[config.mk]
export PLATFORM = sky130hd
export DESIGN_NAME = paj_cmd_seq
export DESIGN_NICKNAME = d
export VERILOG_FILES = /design/src/rtl/paj_pkg.sv /design/src/rtl/paj_init_rom.sv /design/src/rtl/paj_cmd_seq.sv
export SDC_FILE = /design/constraint.sdc
export NUM_CORES = 1
export LEC_CHECK = 0
export ABC_AREA = 1
export CORE_UTILIZATION = 32
export DETAILED_ROUTE_END_ITERATION = 7
export DONT_BUFFER_PORTS = 1
export PLACE_DENSITY = 0.51
export SETUP_SLACK_MARGIN = 0.3
export SKIP_LAST_GASP = 1
export SLEW_MARGIN = 20
export SYNTH_ARGS = -nofsm -noshare
export SYNTH_HDL_FRONTEND = slang
export SYNTH_HIERARCHICAL = 1
export SYNTH_SLANG_ARGS = --single-unit
[constraint.sdc]
create_clock -name sys_clk -period 5.2 [get_ports sys_clk]
set_input_delay 1.04 -clock sys_clk [delete_from_list [all_inputs] [get_ports sys_clk]]
set_output_delay 1.04 -clock sys_clk [all_outputs]
set_load 0.01 [all_outputs]
[src/rtl/paj_pkg.sv]
// paj_pkg: PAJ7620 register constants, sequencer states and the bank-0 bring-up table.
package paj_pkg;
    localparam logic [6:0] PAJ_ADDR = 7'h73;
    localparam logic [7:0] REG_BANK = 8'hEF;
    localparam logic [7:0] REG_ID   = 8'h00;
    localparam logic [7:0] ID_VAL   = 8'h20;
    localparam logic [7:0] REG_GES  = 8'h43;
    localparam int INIT_LEN = 8;
    localparam int IDX_W    = $clog2(INIT_LEN);
    typedef enum logic [3:0] {
        IDLE, WAKE, WAKE_WAIT, CHK_ID, INIT, BANK0, POLL_WAIT, POLL_RD, ERR
    } paj_state_t;
    // {reg, data} pairs written in index order after the ID check
    localparam logic [15:0] INIT_TAB [INIT_LEN] = '{
        16'h3707, 16'h3817, 16'h3906, 16'h4100,
        16'h4200, 16'h462D, 16'h470F, 16'h483C
    };
endpackage

[src/rtl/paj_init_rom.sv]
// paj_init_rom: combinational lookup of one bring-up table entry, {reg, data}.
module paj_init_rom
    import paj_pkg::*;
(
    input  logic [IDX_W-1:0] idx,
    output logic [15:0]      entry
);
    assign entry = INIT_TAB[idx];
endmodule

[src/rtl/paj_cmd_seq.sv]
// paj_cmd_seq: PAJ7620 bring-up and gesture-poll sequencer driving a byte-level I2C command master.
module paj_cmd_seq
    import paj_pkg::*;
#(
    parameter int CLK_HZ    = 50_000_000,
    parameter int WAKE_US   = 1000,
    parameter int POLL_MS   = 100,
    parameter int MAX_RETRY = 3
) (
    input  logic       sys_clk,
    input  logic       sys_rstn,
    input  logic       start,
    output logic       cmd_valid,
    input  logic       cmd_ready,
    output logic       cmd_rd,
    output logic [6:0] cmd_dev,
    output logic [7:0] cmd_reg,
    output logic [7:0] cmd_wdata,
    input  logic       rsp_valid,
    input  logic       rsp_nack,
    input  logic [7:0] rsp_data,
    output logic       gesture_valid,
    output logic [7:0] gesture,
    output logic       busy,
    output logic       init_done,
    output logic       err
);
    localparam int          DIV      = (CLK_HZ / 1_000_000 > 0) ? CLK_HZ / 1_000_000 : 1;
    localparam logic [31:0] DIV_M1   = 32'(DIV - 1);
    localparam logic [31:0] WAKE_M1  = 32'(WAKE_US - 1);
    localparam logic [31:0] POLL_M1  = 32'(POLL_MS * 1000 - 1);
    localparam logic [3:0]  RETRY_M1 = 4'(MAX_RETRY - 1);

    paj_state_t       state;
    logic [31:0]      pre, timer;
    logic [IDX_W-1:0] idx;
    logic [3:0]       retry;
    logic [15:0]      rom_entry;
    logic             pend, tick, is_cmd, ack, nack, nxt_rd;
    logic [7:0]       nxt_reg, nxt_wd;

    paj_init_rom u_rom (.idx(idx), .entry(rom_entry));

    assign cmd_dev = PAJ_ADDR;
    assign tick    = pre == DIV_M1;
    assign ack     = rsp_valid && pend && !rsp_nack;
    assign nack    = rsp_valid && pend && rsp_nack;
    assign is_cmd  = state inside {WAKE, CHK_ID, INIT, BANK0, POLL_RD};

    always_comb begin
        nxt_rd  = state inside {CHK_ID, POLL_RD};
        nxt_reg = state == CHK_ID  ? REG_ID :
                  state == POLL_RD ? REG_GES :
                  state == INIT    ? rom_entry[15:8] : REG_BANK;
        nxt_wd  = state == INIT ? rom_entry[7:0] : 8'h00;
    end

    always_ff @(posedge sys_clk or negedge sys_rstn) begin
        if (!sys_rstn) pre <= '0;
        else pre <= tick ? '0 : pre + 1'b1;
    end

    always_ff @(posedge sys_clk or negedge sys_rstn) begin
        if (!sys_rstn) begin
            state         <= IDLE;
            cmd_valid     <= 1'b0;
            cmd_rd        <= 1'b0;
            cmd_reg       <= '0;
            cmd_wdata     <= '0;
            pend          <= 1'b0;
            timer         <= '0;
            idx           <= '0;
            retry         <= '0;
            gesture_valid <= 1'b0;
            gesture       <= '0;
            busy          <= 1'b0;
            init_done     <= 1'b0;
            err           <= 1'b0;
        end else begin
            gesture_valid <= 1'b0;
            if (start) begin
                // restart drops any in-flight command; its response is ignored
                state     <= WAKE;
                cmd_valid <= 1'b0;
                pend      <= 1'b0;
                timer     <= '0;
                idx       <= '0;
                retry     <= '0;
                busy      <= 1'b1;
                init_done <= 1'b0;
                err       <= 1'b0;
            end else begin
                if (cmd_valid && cmd_ready) begin
                    cmd_valid <= 1'b0;
                    pend      <= 1'b1;
                end else if (is_cmd && !cmd_valid && !pend) begin
                    cmd_valid <= 1'b1;
                    cmd_rd    <= nxt_rd;
                    cmd_reg   <= nxt_reg;
                    cmd_wdata <= nxt_wd;
                end
                if (rsp_valid && pend) pend <= 1'b0;
                // a NACK leaves state alone so the same command relaunches next cycle
                if (nack && state != WAKE) begin
                    if (retry == RETRY_M1) begin
                        state     <= ERR;
                        busy      <= 1'b0;
                        init_done <= 1'b0;
                        err       <= 1'b1;
                    end else retry <= retry + 1'b1;
                end
                if (ack) retry <= '0;
                case (state)
                    WAKE: if (rsp_valid && pend) begin
                        state <= WAKE_WAIT;
                        timer <= '0;
                    end
                    WAKE_WAIT: if (tick) begin
                        if (timer == WAKE_M1) state <= CHK_ID;
                        else timer <= timer + 1'b1;
                    end
                    CHK_ID: if (ack) begin
                        if (rsp_data == ID_VAL) state <= INIT;
                        else begin
                            state <= ERR;
                            busy  <= 1'b0;
                            err   <= 1'b1;
                        end
                    end
                    INIT: if (ack) begin
                        if (idx == IDX_W'(INIT_LEN - 1)) state <= BANK0;
                        else idx <= idx + 1'b1;
                    end
                    BANK0: if (ack) begin
                        state     <= POLL_WAIT;
                        timer     <= '0;
                        busy      <= 1'b0;
                        init_done <= 1'b1;
                    end
                    POLL_WAIT: if (tick) begin
                        if (timer == POLL_M1) begin
                            state <= POLL_RD;
                            busy  <= 1'b1;
                        end else timer <= timer + 1'b1;
                    end
                    POLL_RD: if (ack) begin
                        state <= POLL_WAIT;
                        timer <= '0;
                        busy  <= 1'b0;
                        if (rsp_data != 8'h00) begin
                            gesture       <= rsp_data;
                            gesture_valid <= 1'b1;
                        end
                    end
                    default: ;
                endcase
            end
        end
    end
endmodule

### After elaboration in Yosys (flattened, before gate mapping)

Memory sizes are Yosys's and may differ from the RTL's.
Index checks and enable logic that the tools add are counted.

* memories kept: 1
* register bits: 106
* word-level logic and storage cells: 138
* memory bits (read-only): 128
* output and inout bits: 37

Memory list
* (name not given): words 8, bits a word 16, read ports 1, clocked after Yosys merged registers in 0, write ports 0, RTL line paj_init_rom.sv:8 `assign entry = INIT_TAB[idx];`

* order comparisons: 1
* eq/ne operators: 22
* muxes and demuxes: 67
* reduce and logical (&&, ||, !) cells: 25
* add/subtract/negate cells: 4
* bitwise gates (word level): 3

Operators with widths (count)
* 32-bit two-way mux: 8
* 32-bit one-hot mux with 4 select lines: 1
* 4-bit two-way mux: 17
* 32-bit by 1-bit adder with 32-bit output, second input constant: 2
* 32-bit by 10-bit == test with 1-bit output, second input constant: 1
* 32-bit by 17-bit == test with 1-bit output, second input constant: 1
* 32-bit by 6-bit == test with 1-bit output, second input constant: 1
* 16-bit two-way mux: 2
* 8-bit two-way mux: 4
* 1-bit two-way mux: 29
* 4-bit one-hot mux with 6 select lines: 1
* 3-bit != test, second input constant: 6
* 4-bit by 3-bit == test with 1-bit output, second input constant: 4
* 4-bit by 2-bit == test with 1-bit output, second input constant: 3
* 3-bit two-way mux: 4
* 5-bit nonzero test: 2
* 3-bit nonzero test: 3
* 8-bit by 6-bit == test with 1-bit output, second input constant: 1
* 8-bit nonzero test: 1
* 1-bit logical AND: 7
* 7-bit AND reduction: 1
* 3-bit AND reduction: 2
* 2-bit nonzero test: 3
* 4-bit by 1-bit adder with 4-bit output, second input constant: 1
* other kinds (14): 17

### Longest topological paths before layout

Gate-level depths: netlist (run 1).

* word-level depth: 8
* depth in mapped cells: 15

### Hierarchy

The synthesis (run 1) kept the hierarchy.

By module, submodules not included
* paj_cmd_seq: instances 1, cells each 959, sequential area each 2652.5 um^2, area an instance 6630.1 um^2
* paj_init_rom: instances 1, cells each 40, sequential area each 0.0 um^2, area an instance 239.0 um^2

### Least setup slack after synthesis (run 1)

Ideal clock, no wire load.

* kind: input to register
* start point: input start
* end point: register gesture[6]
* required time: 5.074 ns
* cell stages on the path: 8
* setup slack: 2.991 ns
* library setup time: 0.126 ns
* path buffers: 2
* data arrival time: 2.082 ns
* cells stage by stage: clkbuf_1 > nor3_1 > nand3_1 > nor2_1 > inv_1 > buf_2 > nand2_1 > o21ai_0

* longest elaborated chain between the ends: 2

RTL lines
* start, declared: RTL line paj_cmd_seq.sv:12 `input logic start,`
* 1-bit NOT (no line)
* 4-bit AND reduction (no line)
* end signal, assigned: RTL line paj_cmd_seq.sv:151 `gesture <= rsp_data;`
* end, declared: RTL line paj_cmd_seq.sv:23 `output logic [7:0] gesture,`

No other way between the ends.
A chain may end at the register's enable or synchronous reset.

### Final worst setup path (run 1)

* start point: input rsp_valid
* end point: register timer[21]

* longest elaborated chain between the ends: 4
* elaborated cells on any way between the ends: 5
* those cells by class: eq/ne: 2; reduce/logical: 3

RTL lines
* start, declared: RTL line paj_cmd_seq.sv:19 `input logic rsp_valid,`
* 1-bit logical AND (*): RTL line paj_cmd_seq.sv:46, paj_cmd_seq.sv:114
* 1-bit logical AND: RTL line paj_cmd_seq.sv:46 `assign ack = rsp_valid && pend && !rsp_nack;`
* 3-bit by 1-bit != test with 1-bit output (no line)
* 7-bit AND reduction (no line) (*)
* end signal, assigned: RTL line paj_cmd_seq.sv:120 `else timer <= timer + 1'b1;`
* end signal, assigned: RTL line paj_cmd_seq.sv:144 `end else timer <= timer + 1'b1;`
* end, declared: RTL line paj_cmd_seq.sv:35 `logic [31:0] pre, timer;`

Mark *: on every way between the ends. The rest lies on a longest branch, timed or not.

==> impl_metrics.ini, run 1 <==
[logic_synthesis]
yosysMostFrequentCell = nand2_1
synth_seq_area_share_pct = 38.6
async_flop_share_pct = 100
syn_avg_cell_area_sq_um = 6.88
yosys.area.top_type = dfrtp_1
synthDistinctLibCells = 36
netlist_top_cells_count = nand2_1, nor2_1, inv_1
synthTopCellsByArea = dfrtp_1, nand2_1, nor2_1, inv_1, nand3_1
yosysWarnings = 6
netlist_area_sq_um = 6870
synth_edf_count = 0
postSynthCellCount = 999
synthFlopType = dfrtp_1
synth-seq-cells = 106
synth_top_area_share_pct = 38.6

[clock_network]
postCtsSetupRepairBufs = 0
postCtsHoldBufs = 0
cts_resized = 0
root_buffer = clkbuf_16
clockBufferDepth = 2
cts_made_buffers = 9
clk_pin_slew_ns = 0.08
clk_latency_ns = 0.36
cts_sinks = 106
cts_tree = done
htreeDepth = 3

[place]
dp_cells = 1246
dp_hpwl_mm = 12.5
gp_congestion = 0.886
portBuffers = 0

[timing]
rsz0062_at_grt = false
timing.slew.headroom_pct = 45.8
slew_violations = 0
hold_viol_final = 0
fin_crit_sh_pct = 52.8
fin_tns_setup_ns = 0
setup-violations-final = 0
period_minus_slack_ns = 2.74
worst_slew_pin_slew_ns = 0.810
max_freq_mhz = 364
finalClockSkew_ns = 0.0107

[floorplanning]
initial_core_util_pct = 32.7
die-area_sq_um = 22100
io_pins = 51
rows = 53
die-height_um = 149
fp.dieW_um = 149
core-area_sq_um = 21000

[final_layout]
fin_cells = 1261
syn2layout_area_growth_pct = 6.39
multiInputGateArea_sq_um = 3580
fin_nets = 1010
layout-drive-gt1-share_pct = 3.55
diodes = 0
top_regs = pre x32, timer x32
fill_cells = 2275
seq_area_sq_um = 2650

[worst_setup_path]
endpoint_kind = register
critPathMaxStageDelay_ns = 0.54
criticalPathCategory = in2reg
path_cells = nand2_1 > nor2_1 > nor2_1 > nor2_1 > nand2_1 > a21oi_4 > nand2_4 > nand2_4 > nand2_1 > nand2_1
critPathMostFrequentCell = nand2_1
start_kind = primary input
critPathBufInv = 0
cp_slowest_cell = nor2_1
crit_fanout = 33
arrival_ns = 3.04
crit_family = simple AND/OR/NAND/NOR gates
critical_path_required_ns = 5.50

[job]
cap_violations = 0

[pwr]
p_leak_uw = 0.00349
ir_drop_uv = 139
p_per_area_nw_per_um2 = 250

[route]
totalWireLength_mm = 17.6
antenna_left = 0
drt_iter0_drc = 314
post_drt_wl_per_cell_um = 13.9
drc = 0
viasPerCell = 4.77
dr.pass1.iters = 4
vias = 6020

[min_path]
hp-class = in2async

[global_route]
grt_max_degree = 107
grt-ovfl-total = 0
grt_antenna_before_repair = 0
grt_pass1_vias = 5841
track_usage_pct = 16.9
grt_pass1_wl_mm = 29.5

[run_status]
status = complete, no violations
==> worst paths after layout <==
check | startpoint | to | slack, ns | depth (start not counted)
max in group asynchronous | sys_rstn | busy | 4.68 | 0
max reg2reg | state[0] | timer[21] | 2.65 | 8
max | rsp_valid | timer[21] | 2.46 | 10
min | sys_rstn | gesture[1] | 0.37 | 0
min reg2reg | pre[0] | pre[0] | 0.52 | 1
min in group sys_clk | pre[0] | pre[0] | 0.52 | 1
==> layout make-up <==
cell class / instances / area share [%]
Clock buffer: 9 / 3.08
Clock inverter: 6 / 0.993
Sequential cell: 106 / 36.3
Tap cell: 275 / 4.71
Inverter: 116 / 5.96
Multi-Input combinational cell: 749 / 49.0
==> cell families after synthesis <==
kind of cell | count (synthesis) | share of synthesized area [%]
compound gates | 48 | 3.88
other cells | 3 | 0.164
buf+inv | 151 | 9.67
fa+ha+maj | 14 | 2.55
flops | 106 | 38.6
xor+xnor | 49 | 6.25
simple gates | 628 | 38.9
==> report_power, final <==
group / total (uW) / switching [uW] / internal, uW
Sequential: 912 / 50.6 / 861
Clock: 718 / 340 / 379
Combinational: 197 / 145 / 51.3
==> through the flow <==
step                setup slack [ns]  cell area [sq um]  hold WS [ns]  utilization [%]  total power [uW]
global route                    2.22               7310         0.337             34.8              1930
global placement                2.18               7010         0.515             33.3              1130
detailed placement              2.11               7010         0.516             33.3              1130
finish                          2.46               7310         0.367             34.8              1830
CTS                             2.35               7310         0.348             34.8              1860
floorplan                       2.99               6900         0.480                -              1110
==> layout by cell type (no fill, tap or decap), types with 4 or more instances in the layout <==
master and instances:
dfrtp_1 106, inv_1 108, nor2_1 144, o21ai_0 19
ha_1 14, xnor2_1 12, xor2_1 37, clkbuf_16 9
o21ai_1 4, conb_1 10, nand2_1 312, nand3_1 70
nor2_2 5, a21oi_1 17, nor4_1 14, inv_2 8
nand4_1 16, nor3_1 56
==> metal layers <==
| metal | global-route usage [%] | wire, um | up-vias |
|---|---|---|---|
| met5 | 0 | 0 | - |
| met4 | 4.23 | 209 | 0 |
| met3 | 3.22 | 595 | 15 |
| met2 | 27.8 | 8240 | 80 |
| met1 | 22.8 | 8510 | 2836 |
| li1 | - | - | 3089 |
==> worst register-to-register path: cells and delay by family, from the launching register on <==
kind | cells | cell delay, ns
AO/OA/AOI/OAI | 1 | 0.11
flip-flops | 1 | 0.46
AND/OR/NAND/NOR | 6 | 1.53
buffers and inverters | 1 | 0.33
(Power assumes the default switching activity.)
==> inputs of run 2 (changes only) <==
PLACE_DENSITY = 0.52   (was 0.51)
clock period = 2.2 ns   (was 5.2 ns; I/O delays follow)
==> run 2 against run 1 <==
The flow now finishes with violations (hold timing); clock skew down 0.0015 ns; combinational power rose to 4.6 times the previous value; clock power up 150%; sequential share of layout area down 3.0 points; final area up 9.3%; setup slack worse by 2.2 ns; first-iteration DRC count up 29%; critical endpoint is now timer[9]; largest power group unchanged; highest routed layer unchanged.
==> impl_metrics.ini, run 2 (synthesis results as in run 1) <==
[final_layout]
final_cell_mix = nand2_1, nor2_1, inv_1
layout-drive-gt1-share_pct = 11.8
fin_cells = 1304
syn2layout_area_growth_pct = 16.3
multiInputGateArea_sq_um = 3850
diodes = 0
fill_cells = 2236
final_common_cell = nand2_1
top_regs = pre x32, timer x32
seq_area_sq_um = 2660
fin_nets = 1052
post-route-util_pct = 38.0
fin_area_sq_um = 7990

[worst_setup_path]
start_kind = register
critical_path_required_ns = 2.45
endpoint_kind = register
crit_fanout = 7
critPathMaxStageDelay_ns = 0.44
arrival_ns = 2.25
criticalPathCategory = reg2reg
cp_slowest_cell = dfrtp_1
path_cells = nor2_1 > nand2_1 > nor2_1 > nand2_1 > o21ai_2 > a21oi_4 > buf_6 > nand2_8 > nand2_4 > nand2_1 > nand2_1
critPathMostFrequentCell = nand2_1

[route]
drt_iter0_drc = 405
totalWireLength_mm = 19.1
vias = 6238
post_drt_wl_per_cell_um = 14.6
dr.pass1.iters = 5
drc = 0
antenna_left = 0
viasPerCell = 4.78

[floorplanning]
rows = 53
fp.dieW_um = 149
die-height_um = 149
initial_core_util_pct = 32.7
core-area_sq_um = 21000
io_pins = 51
die-area_sq_um = 22100

[timing]
timing.final.ws_setup_ns = 0.206
hold_viol_final = 106
timing.slew.headroom_pct = 48.1
whs_ns = -0.240
slew_violations = 0
rsz0062_at_grt = true
fin_crit_sh_pct = 90.6
worst_slew_pin_slew_ns = 0.777
period_minus_slack_ns = 1.99
setup-violations-final = 0
finalClockSkew_ns = 0.00911
fin_tns_setup_ns = 0
max_freq_mhz = 502

[global_route]
grt_pass1_wl_mm = 30.2
grt-ovfl-total = 0
track_usage_pct = 17.3
grt_antenna_before_repair = 0
grt_max_degree = 107
grt_pass1_vias = 5890

[clock_network]
clk_pin_slew_ns = 0.08
clk_latency_ns = 0.37
clockBufferDepth = 2
htreeDepth = 3
root_buffer = clkbuf_16
cts_tree = done
cts_sinks = 106
cts_made_buffers = 9

[run_status]
status = finished with violations
violations = hold timing

[place]
dp_cells = 1267
portBuffers = 0
preCtsSetupSlack_ns = 0.190
gp_congestion = 0.899
dp_hpwl_mm = 13.0
placed_cell_area_sq_um = 7170

[pwr]
combPwrFrac_pct = 18.6
ir_drop_uv = 384
pwr-share-clk_pct = 36.8
seqPwrFrac_pct = 44.5
p_int_uw = 3340
p_per_area_nw_per_um2 = 605
p_leak_uw = 0.00377
p_switching_uw = 1490
swShare_pct = 30.9

[job]
cap_violations = 0

[min_path]
hp-class = in2async
## run 2: cell count changes in the layout (fill, tap and decap cells not counted), sizes merged
| cell | delta |
|---|---|
| clkinv | -2 |
| clkbuf | +4 |
| inv | +1 |
| buf | +35 |
| clkinvlp | +1 |
| nand2 | +4 |
## run 2: power groups by stage
stage / combinational [uW] / sequential [uW] / clock [uW]
after floorplan: 445 / 2170 / 0
after global placement: 505 / 2190 / 0
after global routing: 964 / 2170 / 1910
after detailed placement: 506 / 2190 / 0
final: 901 / 2150 / 1780
after CTS: 536 / 2150 / 1840
## run 2: worst paths after layout
kind,startpoint,cells past startpoint,slack (ns),end
max in group asynchronous,sys_rstn,0,2.26,timer[13]
min,sys_rstn,0,-0.24,gesture[1]
max reg2reg,timer[28],11,0.21,timer[9]
max,timer[28],11,0.21,timer[9]
min reg2reg,pre[31],2,0.53,pre[31]
min in group sys_clk,start,1,0.14,state[3]
## run 2: worst max-delay path: cells and delay by family, from the launching register on
kind / cells / cell delay (ns)
flip-flops: 1 / 0.44
buffers and inverters: 1 / 0.14
AO/OA/AOI/OAI: 2 / 0.25
AND/OR/NAND/NOR: 8 / 1.04
## run 2: area by class of cell
type                            count  area share, %
Multi-Input combinational cell    753           48.2
Sequential cell                   106           33.3
Inverter                          116           5.48
Timing Repair Buffer               38           4.73
Tap cell                          275           4.31
Clock buffer                       10           2.99
Clock inverter                      6          0.971
## run 2: timing repair
action	CTS	global route
setup buffers	4	9
endpoints found under the setup margin	32	54
resized for setup	6	61
pin swaps	2	21
gates cloned	0	8
hold endpoints to repair	106	106
## run 2: stage by stage
step	hold slack [ns]	total power, uW
floorplan	0.144	2610
global placement	0.152	2700
detailed placement	0.152	2700
CTS	-0.248	4530
global route	-0.262	5040
finish	-0.240	4830
## run 2: layer usage
metal | up-vias | GRT usage (%) | routed length, um
li1 | 3171 | - | -
met1 | 2930 | 23.4 | 9090
met2 | 110 | 27.4 | 8940
met3 | 27 | 3.01 | 601
met4 | 0 | 6.60 | 467
met5 | - | 0 | 0
